--- config.mk ---
export PLATFORM = sky130hd
export DESIGN_NAME = hazard_control_unit
export DESIGN_NICKNAME = d
export VERILOG_FILES = /design/src/rtl/hazard_control_unit.sv
export SDC_FILE = /design/constraint.sdc
export NUM_CORES = 1
export LEC_CHECK = 0
export ABC_AREA = 0
export BUFFER_PORTS_ARGS = -buffer_cell sky130_fd_sc_hd__buf_2
export CAP_MARGIN = 15
export CELL_PAD_IN_SITES_DETAIL_PLACEMENT = 0
export CELL_PAD_IN_SITES_GLOBAL_PLACEMENT = 1
export CORE_MARGIN = 2
export CORE_UTILIZATION = 46
export DETAILED_ROUTE_END_ITERATION = 10
export GPL_TIMING_DRIVEN = 0
export PLACE_DENSITY = 0.84
export SLEW_MARGIN = 15
export SYNTH_ARGS = -nofsm -noshare
export SYNTH_HDL_FRONTEND = slang
export SYNTH_SLANG_ARGS = --single-unit
--- constraint.sdc ---
create_clock -name clk -period 4 [get_ports clk]
set_clock_uncertainty 0.1 [all_clocks]
set_input_delay 0.4 -clock clk [delete_from_list [all_inputs] [get_ports clk]]
set_output_delay 0.4 -clock clk [all_outputs]
set_load 0.02 [all_outputs]
--- src/rtl/hazard_control_unit.sv ---
// Hazard control for a classic 5-stage MIPS pipeline: load-use stall, redirect flush
// and EX-stage operand forwarding, driven from a private shadow copy of EX/MEM/WB.
module hazard_control_unit #(
    parameter int STALL_CNT_W = 16
) (
    input  logic                   clk,
    input  logic                   reset,
    input  logic                   id_valid,
    input  logic [4:0]             id_rs,
    input  logic [4:0]             id_rt,
    input  logic                   id_use_rs,
    input  logic                   id_use_rt,
    input  logic                   id_reg_write,
    input  logic [4:0]             id_write_reg,
    input  logic                   id_mem_read,
    input  logic                   ex_redirect,
    output logic                   pc_write,
    output logic                   if_id_write,
    output logic                   if_id_flush,
    output logic                   id_ex_bubble,
    output logic [1:0]             fwd_a,
    output logic [1:0]             fwd_b,
    output logic [STALL_CNT_W-1:0] stall_count
);

    typedef struct packed {
        logic       valid;
        logic       reg_write;
        logic [4:0] write_reg;
        logic       mem_read;
    } dst_t;

    typedef struct packed {
        dst_t       dst;
        logic [4:0] rs;
        logic [4:0] rt;
        logic       use_rs;
        logic       use_rt;
    } ex_t;

    ex_t                    ex_q, ex_d;
    dst_t                   mem_q, wb_q;
    logic [STALL_CNT_W-1:0] cnt_q, cnt_d;
    logic                   load_use, redirect, stall;
    logic                   unused_wb_mem_read;

    // $0 is hard-wired, so a write to it is never a real producer.
    function automatic logic is_src(input dst_t s);
        return s.valid & s.reg_write & (s.write_reg != 5'd0);
    endfunction

    // A load sitting in MEM has no data yet; its value is picked up from WB a cycle later.
    function automatic logic [1:0] fwd_sel(input dst_t mem_s, input dst_t wb_s,
                                           input logic [4:0] r, input logic use_r);
        logic [1:0] sel;
        sel = 2'b00;
        if (use_r && is_src(mem_s) && !mem_s.mem_read && (mem_s.write_reg == r))
            sel = 2'b10;
        else if (use_r && is_src(wb_s) && (wb_s.write_reg == r))
            sel = 2'b01;
        return sel;
    endfunction

    assign unused_wb_mem_read = wb_q.mem_read;

    always_comb begin
        load_use = reset & id_valid & is_src(ex_q.dst) & ex_q.dst.mem_read &
                   ((id_use_rs & (ex_q.dst.write_reg == id_rs)) |
                    (id_use_rt & (ex_q.dst.write_reg == id_rt)));
        redirect = reset & ex_redirect;
        stall    = load_use & ~redirect;

        pc_write     = ~stall;
        if_id_write  = ~stall;
        if_id_flush  = redirect;
        id_ex_bubble = stall | redirect;
        fwd_a        = fwd_sel(mem_q, wb_q, ex_q.rs, ex_q.use_rs);
        fwd_b        = fwd_sel(mem_q, wb_q, ex_q.rt, ex_q.use_rt);
    end

    always_comb begin
        ex_d               = '0;
        ex_d.dst.valid     = id_valid;
        ex_d.dst.reg_write = id_reg_write;
        ex_d.dst.write_reg = id_write_reg;
        ex_d.dst.mem_read  = id_mem_read;
        ex_d.rs            = id_rs;
        ex_d.rt            = id_rt;
        ex_d.use_rs        = id_use_rs;
        ex_d.use_rt        = id_use_rt;
        if (id_ex_bubble)
            ex_d = '0;

        cnt_d = cnt_q;
        if (stall && (cnt_q != {STALL_CNT_W{1'b1}}))
            cnt_d = cnt_q + 1'b1;
    end

    always_ff @(posedge clk or negedge reset) begin
        if (!reset) begin
            ex_q  <= '0;
            mem_q <= '0;
            wb_q  <= '0;
            cnt_q <= '0;
        end else begin
            wb_q  <= mem_q;
            mem_q <= ex_q.dst;
            ex_q  <= ex_d;
            cnt_q <= cnt_d;
        end
    end

    assign stall_count = cnt_q;

endmodule

### Word level (Yosys, flattened, before mapping)

Cells that the tools add are included.

* eq/ne operators: 7
* reductions and logical operators: 15
* $add $sub $neg: 1
* mux-type cells: 5
* bitwise operators: 18

Operator list (number)
* 5-bit equality test: 6
* 20-bit 2-to-1 mux: 1
* 16-bit by 1-bit adder with 16-bit output, second input constant: 1
* 16-bit != test, second input constant: 1
* 5-bit nonzero test: 3
* 1-bit AND: 14
* 1-bit logical AND: 11
* 2-bit 2-to-1 mux: 2
* 1-bit 2-to-1 mux: 2
* 1-bit NOT: 2
* 1-bit bitwise OR: 2
* 1-bit logical NOT: 1

* word-level logic and storage cells: 62
* register bits: 51
* output and inout port bits: 24
* bits of input ports: 23

### Longest topological paths before layout

* depth in word-level cells: 8
* gate-level depth with buffers: 7
* mapped depth without buffers: 6

### Worst setup path after synthesis

Ideal clock, no wire load.

* path kind: reg-to-output
* start point: reg ex_q[14] (netlist name)
* end point: out pc_write
* arrival time: 1.871 ns
* setup slack: 1.629 ns
* path buffers: 2
* stages on the path, launching flop included: 7
* cells stage by stage: dfrtp_1 or4_1 o211ai_1 nand2b_1 buf_4 or2_2 buf_4

* word-level cells in the longest chain between the ends: 7

RTL lines
* start, declared: RTL line 41 `ex_t ex_q, ex_d;`
* start signal, assigned: RTL line 101 `ex_q <= '0;`
* start signal, assigned: RTL line 108 `ex_q <= ex_d;`
* 5-bit nonzero test: RTL line 49 `return s.valid & s.reg_write & (s.write_reg != 5'd0);`
* 1-bit AND: RTL line 49
* 1-bit AND (2 in series): RTL line 67 `load_use = reset & id_valid & is_src(ex_q.dst) & ex_q.dst.mem_read &`
* 1-bit AND (*): RTL line 67
* 1-bit AND (*): RTL line 71 `stall = load_use & ~redirect;`
* 1-bit NOT (*)
* end, declared: RTL line 17 `output logic pc_write,`

Mark *: on every way between the ends. The rest lies on a longest branch, timed or not.

### Worst setup path in the final report

* start point: reg ex_q[14] (netlist name)
* end point: out pc_write

* word-level cells in the longest chain between the ends: 7

RTL lines
* 5-bit nonzero test: RTL line 49
* 1-bit AND: RTL line 49
* 1-bit AND (2 in series): RTL line 67
* 1-bit AND (*): RTL line 67
* 1-bit AND (*): RTL line 71
* 1-bit NOT (*): RTL line 73 `pc_write = ~stall;`

Marks and branches as above.

==> results.md <==
- HP Class: in -> async
- CTS max path bufs: 2
- DRC Markers: 0
- Seq/Total Area, Yosys: 0.544
- Vias in the first global route: 1518
- Unique masters post-synth: 31
- Worst Tran Pin Value: 0.632 ns
- Layout cells sized above 1: 0.286
- Clock Latency Late Sink: 0.29 ns
- Final Net Count: 271
- Num CTS Buffers: 5
- CTS tree: built
- Most frequent cells in the layout: 51 x dfrtp_1, 46 x buf_2, 36 x xor2_1
- Gates resized, CTS repair: 0
- Final hold violation count: 0
- Relative slew slack: 0.579
- WL/cell: 13.5 um
- Hold buffer count at cts: 0
- Final worst-path cycle share: 0.728
- Req. time, crit path: 3.50 ns
- Commonest non-fill, non-tap cell in the layout: dfrtp_1
- FMAX: 343 MHz
- Dpl hpwl: 3250 um
- Clock sinks: 51
- Cells after synthesis: 194
- Status: complete, no violations
- Initial antenna violation count: 0
- R2R Path End: stall_count[1]
- Starting DRT DRC Count: 135
- Peak supply drop: 0.246 mV
- Routed wire length: 4270 um
- Post-Synth Simple-Gate Area: 0.233
- Syn Std Cell Area: 2350 um2
- Crit path time final: 2.91 ns
- Grt ovf: 0
- All-layer global routing usage: 0.170
- Top-Level Pins: 47
- Reg-to-Reg Start: stall_count[0]
- Yosys warns: 0
- Pre-antenna DRT Iters: 4
- Final Setup Violations: 0
- Pins Over Slew Limit: 0
- Setup Fix Bufs, Post-CTS: 0
- Row count: 25
- Setup Total Neg Slack: 0 ns
- Antenna diodes: 0
- Root buf cell: clkbuf_8
- Chip Height: 75.4 um
- Syn Area/Cell: 12.1 um2
- Reg2reg setup slack: 1.74 ns
- Leak Pwr: 1.34 nW
- Vias per cell: 4.95
- Post-synthesis register bit count: 51
- H-tree depth: 2
- Syn nets: 218
- Via count: 1558
- Die Wd: 75.4 um
- RSZ-0062 raised after global routing: no
- Layout area overhead: 17.0%
- Post-synthesis compound-gate area fraction: 0.0229
- Core Box Area: 4820 um2
- Gpl congestion: 0.763
- Reg2Reg Depth: 7
- Global-route wire length before repair: 7150 um
- Min Hold Slack: 0.0166 ns
- Xor/xnor share of the synthesized area: 0.167
- Critical path launch point type: flip-flop
- CP Class: reg -> out
- Critical Path End Type: output port
- Port buffer count: 46
- PD cells: 334 nW/um2
- CP Launch Point: ex_q[14]
- Main combinational cell family by area after synthesis: simple AND/OR/NAND/NOR gates
- Pin count of the biggest net entering global routing: 54
- Multiplexer share of the synthesized area: 0.00959
- Max Cap Violations: 0
- Die footprint: 5690 um2
- Adder-cell share of the synthesized area: 0.00533
- Maximum fanout along the worst path: 10
- Crit path DAT: 2.41 ns
- Initial core utilization: 0.487
- CTS clk-pin slew, worst paths: 0.08 ns
- Antenna viol nets, final: 0
## power by group
group | internal (W) | switching (W) | total (W)
Combinational | 0.0000376 | 0.0000400 | 0.0000776
Sequential | 0.000538 | 0.0000236 | 0.000562
Clock | 0.000123 | 0.000154 | 0.000277
Total | 0.000699 | 0.000218 | 0.000916
## flip-flops by register name, indices dropped and copies added (netlist names)
name	count
stall_count	16
ex_q	20
mem_q	8
wb_q	7
## Yosys cell counts, drive strengths merged
master,number,area [um2]
buf,4,27.5
xnor2,8,77.6
a311o,1,10.0
nand4,2,12.5
or2,1,6.26
nor2,5,18.8
nand2b,2,12.5
xor2,36,315
mux2,2,22.5
and3,1,6.26
and4,3,26.3
o211ai,2,15.0
a32oi,1,16.3
nor4b,4,47.6
clkbuf,2,7.51
nand2,6,22.5
dfrtp,51,1280
nor4,13,125
nor3,5,25.0
nand3,13,65.1
o21ai,1,5.00
or4,5,41.3
inv,2,7.51
and2,22,138
o21a,1,7.51
ha,1,12.5
## worst max path at each step
stage                     to  slack (ns)  cells after the start
floorplan           pc_write        1.63                      6
global placement    pc_write        0.68                      8
detailed placement  pc_write        0.66                      8
CTS                 pc_write        0.66                      8
global route        pc_write        0.92                      8
finish              pc_write        1.09                      7
## worst max-delay path, cell delays in order (launching register included)
cell and delay [ns]:
dfrtp_1 0.43, or4_1 0.56, o211ai_1 0.21, nand2b_1 0.29
buf_4 0.26, or2_2 0.14, buf_4 0.09, buf_2 0.14
## final cells by class
class | instances | area (um2)
timing repair buffer | 46 | 233
inverter | 2 | 7.51
multi-input combinational | 135 | 1030
sequential | 51 | 1280
tap | 67 | 83.8
buffer | 6 | 35.0
clock buffer | 7 | 76.3
fill | 460 | 2070
clock inverter | 1 | 5.00
## per-stage QoR
stage | setup slack, ns | util | total power (W) | std cells | cell area [um2]
2_1_floorplan | 1.63 | - | 0.000613 | 194 | 2350
3_3_place_gp | 0.680 | 0.552 | 0.000649 | 307 | 2660
3_5_place_dp | 0.665 | 0.552 | 0.000652 | 307 | 2660
4_1_cts | 0.661 | 0.569 | 0.000931 | 315 | 2740
5_1_grt | 0.916 | 0.570 | 0.000962 | 315 | 2750
6_report | 1.09 | 0.570 | 0.000916 | 315 | 2750
## logic make-up after synthesis
logic type	after synthesis
AOI/OAI and AO/OA	6
xor gates and xnor gates	44
adders and majority gates	1
buffers and inverters	8
DFF	51
muxes	2
and+or+nand+nor	82
## metal layers
metal / track usage / wire [um] / part of all wire / up-vias
li1: - / - / - / 774
met1: 0.256 / 2130 / 0.50 / 743
met2: 0.246 / 1920 / 0.45 / 37
met3: 0.0397 / 188 / 0.044 / 4
met4: 0.0526 / 34 / 0.0080 / 0
met5: 0 / 0 / 0 / -
(Power assumes the default switching activity.)
